===== src/rtl/bullet_pool.sv =====
// bullet_pool: multi-slot player-shot manager.
// Launches a bullet from the lowest free slot on a fire request, moves every
// active bullet up by STEP each frame and retires it on a hit or at the ceiling.
// Optional feature macro: AUTOFIRE_EN (holding the fire key re-fires each time
// the cooldown expires instead of firing only on the press edge).

module bullet_slot #(
   parameter int COORD_W = 10,
   parameter int Y_START = 420,
   parameter int Y_MIN   = 0,
   parameter int STEP    = 4
) (
   input  logic               frame_clk,
   input  logic               Reset_n,
   input  logic               load,
   input  logic               hit,
   input  logic [COORD_W-1:0] load_x,
   output logic               active,
   output logic [COORD_W-1:0] x,
   output logic [COORD_W-1:0] y
);
   localparam logic [COORD_W-1:0] Y_ST   = COORD_W'(Y_START);
   localparam logic [COORD_W-1:0] STEP_C = COORD_W'(STEP);
   // one bit wider so Y_MIN+STEP cannot overflow the coordinate range
   localparam logic [COORD_W:0]   CEIL   = (COORD_W+1)'(Y_MIN + STEP);

   // slot state: a load beats everything, then hit, then ceiling, then climb
   always_ff @(posedge frame_clk or negedge Reset_n) begin
      if (!Reset_n) begin
         active <= 1'b0;
         x      <= '0;
         y      <= Y_ST;
      end else if (load) begin
         active <= 1'b1;
         x      <= load_x;
         y      <= Y_ST;
      end else if (active) begin
         if (hit || ({1'b0, y} < CEIL)) begin
            active <= 1'b0;
            y      <= Y_ST;
         end else begin
            y      <= y - STEP_C;
         end
      end
   end
endmodule

module bullet_pool #(
   parameter int         N_BULLETS = 4,
   parameter int         COORD_W   = 10,
   parameter int         Y_START   = 420,
   parameter int         Y_MIN     = 0,
   parameter int         STEP      = 4,
   parameter int         COOLDOWN  = 8,
   parameter logic [7:0] FIRE_KEY  = 8'h2C
) (
   input  logic                           frame_clk,
   input  logic                           Reset_n,
   input  logic [7:0]                     keycode,
   input  logic [COORD_W-1:0]             player_X,
   input  logic [N_BULLETS-1:0]           hit,
   output logic [N_BULLETS*COORD_W-1:0]   bullet_X,
   output logic [N_BULLETS*COORD_W-1:0]   bullet_Y,
   output logic [N_BULLETS-1:0]           bullet_active,
   output logic                           fire_pulse,
   output logic                           pool_full
);
   localparam int CD_W = (COOLDOWN < 1) ? 1 : $clog2(COOLDOWN + 1);

   logic [7:0]                          key_hist;
   logic [CD_W-1:0]                     cooldown;
   logic [N_BULLETS-1:0]                free_sel;
   logic [N_BULLETS-1:0]                load;
   logic                                any_free;
   logic                                fire_req;
   logic                                launch;
   logic [N_BULLETS-1:0][COORD_W-1:0]   x_arr;
   logic [N_BULLETS-1:0][COORD_W-1:0]   y_arr;

`ifdef AUTOFIRE_EN
   assign fire_req = (keycode == FIRE_KEY);
`else
   assign fire_req = (keycode == FIRE_KEY) && (key_hist != FIRE_KEY);
`endif

   // lowest-index free slot, taken from the pre-update mask so a slot that
   // retires this frame only becomes allocatable next frame
   always_comb begin
      free_sel = '0;
      any_free = 1'b0;
      for (int i = 0; i < N_BULLETS; i++) begin
         if (!bullet_active[i] && !any_free) begin
            free_sel[i] = 1'b1;
            any_free    = 1'b1;
         end
      end
   end

   assign launch    = fire_req && (cooldown == '0) && any_free;
   assign load      = launch ? free_sel : '0;
   assign pool_full = &bullet_active;
   assign bullet_X  = x_arr;
   assign bullet_Y  = y_arr;

   // key history, launch cooldown and the one-frame fire pulse
   always_ff @(posedge frame_clk or negedge Reset_n) begin
      if (!Reset_n) begin
         key_hist   <= '0;
         cooldown   <= '0;
         fire_pulse <= 1'b0;
      end else begin
         key_hist   <= keycode;
         fire_pulse <= launch;
         if (launch)
            cooldown <= CD_W'(COOLDOWN);
         else if (cooldown != '0)
            cooldown <= cooldown - CD_W'(1);
      end
   end

   genvar g;
   generate
      for (g = 0; g < N_BULLETS; g++) begin : g_slot
         bullet_slot #(
            .COORD_W (COORD_W),
            .Y_START (Y_START),
            .Y_MIN   (Y_MIN),
            .STEP    (STEP)
         ) u_slot (
            .frame_clk (frame_clk),
            .Reset_n   (Reset_n),
            .load      (load[g]),
            .hit       (hit[g]),
            .load_x    (player_X),
            .active    (bullet_active[g]),
            .x         (x_arr[g]),
            .y         (y_arr[g])
         );
      end
   endgenerate
endmodule


===== config.mk =====
export PLATFORM = sky130hd
export DESIGN_NAME = bullet_pool
export DESIGN_NICKNAME = d
export VERILOG_FILES = /design/src/rtl/bullet_pool.sv
export SDC_FILE = /design/constraint.sdc
export NUM_CORES = 1
export LEC_CHECK = 0
export ABC_AREA = 1
export BUFFER_PORTS_ARGS = -buffer_cell sky130_fd_sc_hd__clkbuf_2
export CAP_MARGIN = 10
export CELL_PAD_IN_SITES_DETAIL_PLACEMENT = 0
export CELL_PAD_IN_SITES_GLOBAL_PLACEMENT = 1
export CORE_ASPECT_RATIO = 0.9
export CORE_MARGIN = 8
export CORE_UTILIZATION = 39
export DETAILED_ROUTE_END_ITERATION = 10
export HOLD_SLACK_MARGIN = 0.1
export PLACE_DENSITY = 0.79
export SETUP_SLACK_MARGIN = 0.3
export SYNTH_ARGS = -nofsm -noshare
export SYNTH_HDL_FRONTEND = slang
export SYNTH_SLANG_ARGS = --single-unit
export TNS_END_PERCENT = 30

===== constraint.sdc =====
create_clock -name frame_clk -period 1.7 [get_ports frame_clk]
set_input_delay 0.17 -clock frame_clk [delete_from_list [all_inputs] [get_ports frame_clk]]
set_output_delay 0.17 -clock frame_clk [all_outputs]
set_load 0.01 [all_outputs]

==> results.cfg, run 1 <==
[synthesis]
ys_seq_area_frac = 0.518
synth_area_per_cell_sq_um = 8.64
synthCells = 502
yosysUniqueCellTypes = 31
netlist_area_sq_mm = 0.00434
synth_seq_cells = 89
synth_warnings = 0

[floorplan]
rows = 36
dieArea_sq_mm = 0.0148
pin_count = 110
die_width_um = 127
initial_core_util = 0.399
fp.coreArea_sq_mm = 0.0109
die_y_um = 116

[global_routing]
grt-ovfl-total = 0
antenna_found_initial = 0
top_usage_layer = met2
grt_first_pass_wirelength_mm = 17.9
grt_pass1_vias = 3668
grtUsageMet2 = 0.246
grtUsageMet3 = 0.0575
track_usage = 0.152
grt_use_met1 = 0.186
grt_max_degree = 50

[timing]
tns_ns = 0
min_period_ns = 1.50
skew_ns = 0.00771
fmax_mhz = 668
rsz0062_at_grt = true
finalHoldViolCount = 0
final-setup-viol-count = 0
slew_viol_final = 0
fin_crit_sh = 0.881

[route]
wire_per_inst_um = 14.5
wirelength_mm = 11.6
firstDrtPassIters = 5
num_vias = 3756
drtIter0Drc = 219
ant_nets = 0
viasPerCell = 4.72
post-route-drc-count = 0

[pwr]
seq_power_share = 0.463
p_per_area_mw_per_mm2 = 819
pwr-share-clk = 0.408
power_frac_comb = 0.129
p_sw_w = 0.00127
peakVddDrop_uv = 500
p_int_w = 0.00359
p_leak_nw = 3.01
swShare = 0.261

[worst_setup_path]
crit_path_max_incr_delay_ns = 0.42
critical_path_class = reg2reg
reg2reg_from = g_slot[0].u_slot.active
r2r_cells = 6
critPathRequiredTime_ns = 1.93
path_max_fanout = 11
crit_arrival_ns = 1.73
crit_start = g_slot[0].u_slot.active
slowest_stage = dfrtp_2
endpoint_kind = flop
critPathLaunchType = flop
path_cells = inv_1 > nor2_1 > nand4_4 > clkbuf_16 > nand2_1 > o21ai_2

[layout]
diodes = 0
area_growth_syn_to_layout_pct = 36.8
layoutNonFillerInstCount = 796
fin_util = 0.547
drive_above_1_share = 0.362
nets = 669

[clock_network]
clk_latency_ns = 0.34
htreeDepth = 3
clock-sinks = 89
clk_pin_slew_worst_paths_ns = 0.06
cts_buffer_depth = 2
tritoncts.num_buffers = 9
tritoncts = done
clockRootBuffer = clkbuf_16

[place]
portBuffers = 101
dp_cells = 749
place.gp.congestion = 0.810
dp.final_hpwl_mm = 7.82

[run_status]
outcome = finished, final reports clean

[min_path]
min_delay_path_depth = 3
hp-start = player_X[3]
hold_path_class = in2reg

[job]
cap_viol_max_count = 0
## area by class of cell
cell class / count / area (sq um)
repair buffers: 137 / 917
fillers: 996 / 4920
multi-input cells: 332 / 2010
clock buffers: 9 / 225
flip-flops and latches: 89 / 2250
clock inverters: 6 / 68.8
inverters: 71 / 272
well taps: 152 / 190
## synth_stat cells
library cell	n	area share
a21oi_1	1	0.0012
and2_1	1	0.0014
buf_4	13	0.023
buf_6	8	0.021
conb_1	1	0.00086
dfrtp_1	73	0.42
dfstp_2	16	0.097
ha_1	5	0.014
inv_1	69	0.060
inv_2	2	0.0017
nand2_1	125	0.11
nand2_2	3	0.0043
nand3_1	38	0.044
nand3_4	1	0.0040
nand3b_1	1	0.0017
nand4_1	2	0.0029
nand4_2	6	0.017
nand4_4	1	0.0049
nor2_1	42	0.036
nor2_4	4	0.010
nor3_1	7	0.0081
nor3_2	1	0.0023
nor4_1	1	0.0014
o211ai_1	3	0.0052
o21ai_0	28	0.032
o21ai_1	26	0.030
o21ai_2	6	0.012
o21bai_1	3	0.0052
o22ai_1	3	0.0043
xnor2_1	1	0.0020
xor2_1	11	0.022
## critical path, delay by kind of cell, from the launching register on
kind | cells | cell delay (ns)
buffers and inverters | 2 | 0.29
DFF | 1 | 0.42
and+or+nand+nor | 3 | 0.62
AOI/OAI and AO/OA | 1 | 0.05
## routing by layer
layer | up-vias | wire length (um) | part of all wire
li1 | 1876 | - | -
met1 | 1772 | 5120 | 0.44
met2 | 101 | 5520 | 0.48
met3 | 7 | 819 | 0.071
met4 | 0 | 102 | 0.0088
met5 | - | 0 | 0
## sequential cells by signal, summed over array words and instances (netlist names)
name and flops:
g_slot.u_slot.x 40, g_slot.u_slot.y 32, key_hist 8, cooldown 4, g_slot.u_slot.active 4, fire_pulse 1
## path summary, 6_finish.rpt
| path | endpoint | slack, ns |
|---|---|---|
| worst min register to register | g_slot[2].u_slot.x[1] | 0.49 |
| worst max register to register | g_slot[1].u_slot.x[5] | 0.20 |
| min in group asynchronous | key_hist[7] | 0.20 |
| max in group asynchronous | g_slot[2].u_slot.y[2] | 0.83 |
| worst min-delay path | g_slot[2].u_slot.x[3] | 0.12 |
| worst max-delay path | g_slot[1].u_slot.x[5] | 0.20 |
## power groups by stage
stage                     clock, W  combinational, W  sequential [W]
after floorplan                  0          0.000273         0.00228
after global placement           0          0.000408         0.00228
after detailed placement         0          0.000423         0.00228
after CTS                  0.00203          0.000562         0.00225
after global routing       0.00212          0.000698         0.00225
final                      0.00198          0.000628         0.00225
## placed cells by master (no fill, tap or decap), drive strengths merged, types with 3 or more instances in the layout
cell type / synthesis / routed
buf: 21 / 26
clkbuf: 0 / 111
clkinv: 0 / 3
conb: 1 / 8
dfrtp: 73 / 73
dfstp: 16 / 16
dlygate4sd3: 0 / 9
ha: 5 / 5
inv: 71 / 72
nand2: 128 / 129
nand3: 39 / 39
nand4: 9 / 12
nor2: 46 / 46
nor3: 8 / 8
o211ai: 3 / 3
o21ai: 60 / 60
o21bai: 3 / 3
o22ai: 3 / 3
xor2: 11 / 11
## stage by stage
| step | hold slack (ns) | power [W] | worst slack [ns] | cell area, sq um |
|---|---|---|---|---|
| floorplan | -0.126 | 0.00255 | 0.284 | 4410 |
| global placement | 0.0107 | 0.00269 | 0.128 | 5030 |
| detailed placement | 0.0114 | 0.00270 | 0.0896 | 5030 |
| CTS | 0.118 | 0.00484 | 0.260 | 5710 |
| global route | 0.114 | 0.00507 | 0.126 | 5930 |
| finish | 0.122 | 0.00486 | 0.203 | 5930 |
## logic make-up (layout without fill, tap and decap cells)
family                   Yosys count  after routing  synth area share
buffers and inverters             92            223             0.105
AO/OA/AOI/OAI                     70             70            0.0903
other                              1              8          0.000865
adder cells (fa/ha/maj)            5              5            0.0144
AND/OR/NAND/NOR                  233            237             0.247
XOR/XNOR                          12             12            0.0242
flip-flops                        89             89             0.518
## what timing repair did
item	CTS	global route
hold buffers	9	0
pin swaps	22	7
gates cloned	1	5
setup endpoints to repair	77	78
gates resized for setup	48	25
hold endpoints to repair	82	0
setup buffers	11	6
Note: power is estimated with default switching activity, not from simulation.
==> run 2, diff against run 1 <==
Settings changed: SETUP_SLACK_MARGIN 0.3 to default.
==> run 2 against run 1 <==
Worst setup slack lost 0.092 ns; largest power group unchanged; hold slack improved by 0.0028 ns; power up 1.6%; maximum frequency decreased by 5.8%; critical path type is now in2reg; final cell count down 1.3%; flip-flop and latch count did not move; critical path depth grew 6; count of clock-buffer cells in the layout is 1 higher.
==> results.cfg, run 2 (same netlist as run 1, synthesis figures left out) <==
[clock_network]
htreeDepth = 3
cts_buffer_depth = 2
clk_pin_slew_worst_paths_ns = 0.07
tritoncts = done
clockRootBuffer = clkbuf_16
tritoncts.num_buffers = 9
clk_latency_ns = 0.35
clock-sinks = 89

[worst_setup_path]
path_max_fanout = 22
reg2reg_from = g_slot[2].u_slot.y[2]
crit_arrival_ns = 1.82
crit_start = keycode[6]
slowest_stage = dlygate4sd3_1
r2r_cells = 9
path_cells = dlygate4sd3_1 > clkbuf_2 > inv_1 > nand2_1 > nor2_1 > nand2_1 > nor2_4 > buf_12 > nand4_4 > buf_12 > nand2_1 > o21ai_1
endpoint_kind = flop
critical_path_class = in2reg
crit_path_max_incr_delay_ns = 0.54
critPathLaunchType = input pin
critPathRequiredTime_ns = 1.93
crit_top_cell = nand2_1
regToRegSetupSlack_ns = 0.11

[pwr]
total_power_w = 0.00494
peakVddDrop_uv = 873
p_leak_nw = 2.96
p_per_area_mw_per_mm2 = 885

[route]
num_vias = 3618
post-route-drc-count = 0
firstDrtPassIters = 5
wirelength_mm = 10.8
ant_nets = 0
drtIter0Drc = 226
wire_per_inst_um = 13.8
viasPerCell = 4.60

[timing]
final-setup-viol-count = 0
slew_headroom = 0.652
fin_crit_sh = 0.935
slew_viol_final = 0
min_period_ns = 1.59
skew_ns = 0.00720
fmax_mhz = 629
tightest_slew_ns = 0.522
rsz0062_at_grt = true
finalHoldViolCount = 0

[floorplan]
fp.coreArea_sq_mm = 0.0109
initial_core_util = 0.399
dieArea_sq_mm = 0.0148
die_width_um = 127
rows = 36
die_y_um = 116
pin_count = 110

[layout]
reg.largest.list = g_slot.u_slot.x x40, g_slot.u_slot.y x32, key_hist x8
layout_common_cells = nand2_1, clkbuf_2, dfrtp_1, inv_1, nor2_1
largest_register_ffs = 40
multi_input_area_sq_mm = 0.00173
fin_util = 0.514
final_common_cell = nand2_1
diodes = 0
regArea_sq_mm = 0.00225
area_growth_syn_to_layout_pct = 28.6
n_fill_cell = 1046
largest_register = g_slot.u_slot.x
drive_above_1_share = 0.292
nets = 658

[global_routing]
antenna_found_initial = 0
grt_first_pass_wirelength_mm = 17.9
grt-ovfl-total = 0
track_usage = 0.151
grt_pass1_vias = 3678
grt_max_degree = 39

[place]
dp.final_hpwl_mm = 8.01
portBuffers = 101
place.gp.congestion = 0.824

[min_path]
min_delay_path_depth = 3
hold_path_class = in2reg
hp-start = player_X[3]

[run_status]
outcome = finished, final reports clean

[job]
cap_viol_max_count = 0
run 2: cell count changes in the layout (fill, tap and decap cells not counted), moves of 6 or more:
cell	change
nor2_1	+9
nand2_4	-6
o21ai_1	-9
nand2_1	+11
o21ai_0	+11
run 2: area by class of cell:
class	instances	share of cell area
Sequential cell	89	0.403
Multi-Input combinational cell	329	0.310
Timing Repair Buffer	129	0.144
Inverter	71	0.0482
Clock buffer	10	0.0428
Tap cell	152	0.0341
Clock inverter	6	0.0175
run 2: worst paths after layout:
check | to
worst min-delay path | g_slot[3].u_slot.x[3]
worst min register to register | g_slot[1].u_slot.x[1]
min in group asynchronous | g_slot[0].u_slot.x[4]
worst max-delay path | g_slot[2].u_slot.x[3]
max in group asynchronous | g_slot[3].u_slot.y[5]
worst max register to register | g_slot[2].u_slot.y[7]
run 2: stage by stage:
stage / cell area, sq um / hold WS [ns] / instances / setup TNS (ns) / setup WS, ns
after floorplan: 4360 / -0.126 / 509 / 0 / 0.148
after global placement: 5060 / 0.186 / 759 / 0 / 0.0393
after detailed placement: 5060 / 0.182 / 759 / -0.0144 / -0.0144
after CTS: 5490 / 0.118 / 784 / 0 / 0.00807
after global routing: 5580 / 0.124 / 786 / -0.0356 / -0.0126
final: 5580 / 0.125 / 786 / 0 / 0.110
run 2: power breakdown:
part	internal, W	switching (W)
Sequential	0.00220	0.0000451
Combinational	0.000176	0.000298
Clock	0.00135	0.000873
run 2: what timing repair did:
action / CTS / global route
endpoints found under the setup margin: 1 / 56
cloned: 0 / 1
gates resized for setup: 1 / 13
hold endpoints to repair: 40 / 0
hold buffers: 9 / 0
pin swaps: 0 / 3
setup buffers: 0 / 1
run 2: per-layer routing:
metal | vias up | share of wire | track usage
li1 | 1845 | - | -
met1 | 1683 | 0.46 | 0.188
met2 | 80 | 0.46 | 0.246
met3 | 10 | 0.070 | 0.0552
met4 | 0 | 0.0091 | 0.0380
met5 | - | 0 | 0
run 2: critical path: cells and delay by family:
kind,cells,cell delay [ns]
AO/OA/AOI/OAI,1,0.07
buffers and inverters,5,1.04
AND/OR/NAND/NOR,6,0.53
==> run 3, diff against run 2 <==
Settings changed: CORE_UTILIZATION 39 to 38, SYNTH_HIERARCHICAL from default to 1.
==> run 3 against run 2 <==
The flow now finishes with violations (negative setup slack); die area grew 2.2%; hold slack gained 0.0061 ns; maximum frequency shrank 10%; global-route usage grew 1.5 points; critical path type is now reg2reg; largest cell class unchanged.
==> results.cfg, run 3 <==
[job]
cap_viol_max_count = 0

[layout]
drive_above_1_share = 0.315
final_common_cell = nand2_1
layout_common_cells = nand2_1, clkbuf_2, dfrtp_1, nor2_1, inv_1
diodes = 0
n_fill_cell = 1139
reg.largest.list = g_slot.u_slot/x x40, g_slot.u_slot/y x32, key_hist x8
multi_input_area_sq_mm = 0.00187
nets = 733
area_growth_syn_to_layout_pct = 36.6
regArea_sq_mm = 0.00225
layoutNonFillerInstCount = 865
largest_register = g_slot.u_slot/x
largest_register_ffs = 40
fin_util = 0.524

[route]
post-route-drc-count = 0
wirelength_mm = 11.8
ant_nets = 0
viasPerCell = 4.58
wire_per_inst_um = 13.6
firstDrtPassIters = 4
num_vias = 3958
drtIter0Drc = 182

[synthesis]
synth_seq_cells = 89
synth_top_area_frac = 0.422
synthCells = 546
synth_area_leaders = dfrtp_1, nand2_1, dfstp_2
synth_warnings = 6
synth-edff-count = 0
ys_seq_area_frac = 0.519
synth.most_common_cell = nand2_1
ys.flop_type = dfrtp_1
synth_commonest_cells = nand2_1, dfrtp_1, nor2_1
yosysUniqueCellTypes = 27
netlist_area_sq_mm = 0.00433
synthArstFlopShare = 1.00
synth_top_cell_by_area = dfrtp_1
synth_area_per_cell_sq_um = 7.93

[timing]
finalHoldViolCount = 0
fin_crit_sh = 1.04
fin_hold_ws_ns = 0.131
skew_ns = 0.00535
rsz0062_at_grt = true
min_period_ns = 1.77
final-setup-viol-count = 34
tns_ns = -0.995
timing.final.ws_setup_ns = -0.0749
fmax_mhz = 563
slew_viol_final = 0

[clock_network]
htreeDepth = 3
tritoncts = done
clk_pin_slew_worst_paths_ns = 0.07
clock-sinks = 89
clockRootBuffer = clkbuf_16
cts_buffer_depth = 2
clk_latency_ns = 0.35
tritoncts.num_buffers = 9

[floorplan]
die_width_um = 129
initial_core_util = 0.383
dieArea_sq_mm = 0.0151
pin_count = 110
fp.coreArea_sq_mm = 0.0113
rows = 37
die_y_um = 117

[worst_setup_path]
endpoint_kind = flop
path_max_fanout = 6
critPathRequiredTime_ns = 1.93
critical_path_class = reg2reg
critPathLaunchType = flop
crit_arrival_ns = 2.01

[global_routing]
grt-ovfl-total = 0
grt_max_degree = 45
top_usage_layer = met2
grt_first_pass_wirelength_mm = 19.7
grtUsageMet3 = 0.0602
track_usage = 0.167
grtUsageMet2 = 0.280
grt_pass1_vias = 4100
grt_use_met1 = 0.198
antenna_found_initial = 0

[pwr]
p_per_area_mw_per_mm2 = 879
peakVddDrop_uv = 643
p_leak_nw = 3.13

[run_status]
outcome = finished, violations left
violations = negative setup slack

[place]
dpl_worst_slack_ns = -0.289
dp_cells = 820
portBuffers = 101
dp.final_hpwl_mm = 8.96
place.gp.congestion = 0.846

[min_path]
hold_path_class = in2reg
==> run 3: changes by cell type after synthesis, sizes merged, moves of 13 or more <==
cell / change
nor2: +30
o21bai: +13
inv: -19
o21ai: -54
nand2: +86
nand3: -14
==> run 3: metal layers <==
metal | vias to the layer above | routed length [um]
met2 | 101 | 5620
met4 | 0 | 112
li1 | 1976 | -
met5 | - | 0
met1 | 1869 | 5190
met3 | 12 | 828
==> run 3: worst max-delay path, cell delays in order (launching register included) <==
cell and delay [ns]:
dfrtp_1 0.39, inv_2 0.08, ha_4 0.15, nand2_4 0.05
nor2_4 0.10, nand3_4 0.08, nor2_4 0.14, inv_4 0.07
nor2_4 0.12, or2_4 0.17, buf_6 0.12, nor2_1 0.04
o21bai_1 0.14
==> run 3: cell families (layout without fill, tap and decap cells) <==
logic type                 after synthesis  after routing  synth area share
adders and majority gates                5              5            0.0144
DFF                                     89             89             0.519
xor gates and xnor gates                 9              9            0.0182
buffers and inverters                   76            235            0.0797
AOI/OAI and AO/OA                       29             29            0.0428
other                                    4              8           0.00347
and+or+nand+nor                        334            334             0.323
==> run 3: where the power goes <==
part / internal (W) / switching [W] / leakage, nW
registers: 0.00224 / 0.0000922 / 1.08
clock network: 0.00116 / 0.000870 / 0.152
logic: 0.000414 / 0.000432 / 1.90
total: 0.00381 / 0.00139 / 3.13
==> run 3: worst paths after layout <==
check	from	endpoint	slack, ns	cells past startpoint
min in group asynchronous	Reset_n	g_slot[1].u_slot/x[4]	0.31	2
setup / recovery	cooldown[0]	g_slot[3].u_slot/y[9]	-0.07	12
setup reg to reg	cooldown[0]	g_slot[3].u_slot/y[9]	-0.07	12
hold reg to reg	g_slot[3].u_slot/x[9]	g_slot[3].u_slot/x[9]	0.48	2
max in group asynchronous	Reset_n	g_slot[3].u_slot/y[5]	0.74	3
hold / removal	hit[1]	g_slot[1].u_slot/active	0.13	4
==> run 3: repair_timing <==
item                                    in CTS  in global routing
pin swaps                                   23                 23
resized for setup                           28                 16
endpoints found under the hold margin       60                  0
endpoints found under the setup margin      73                 74
setup buffers                                6                  6
hold buffers                                17                  0
==> run 3: area by class of cell <==
cell class / instances / area share
Multi-Input combinational cell: 385 / 0.316
Sequential cell: 89 / 0.380
Clock inverter: 7 / 0.0131
Clock buffer: 9 / 0.0381
Timing Repair Buffer: 163 / 0.184
Inverter: 56 / 0.0364
Tap cell: 156 / 0.0330
==> run 3: per-stage QoR <==
stage,area [sq um],power [W]
after floorplan,4370,0.00273
after global placement,5210,0.00299
after detailed placement,5210,0.00302
after CTS,5820,0.00522
after global routing,5920,0.00548
final,5920,0.00520
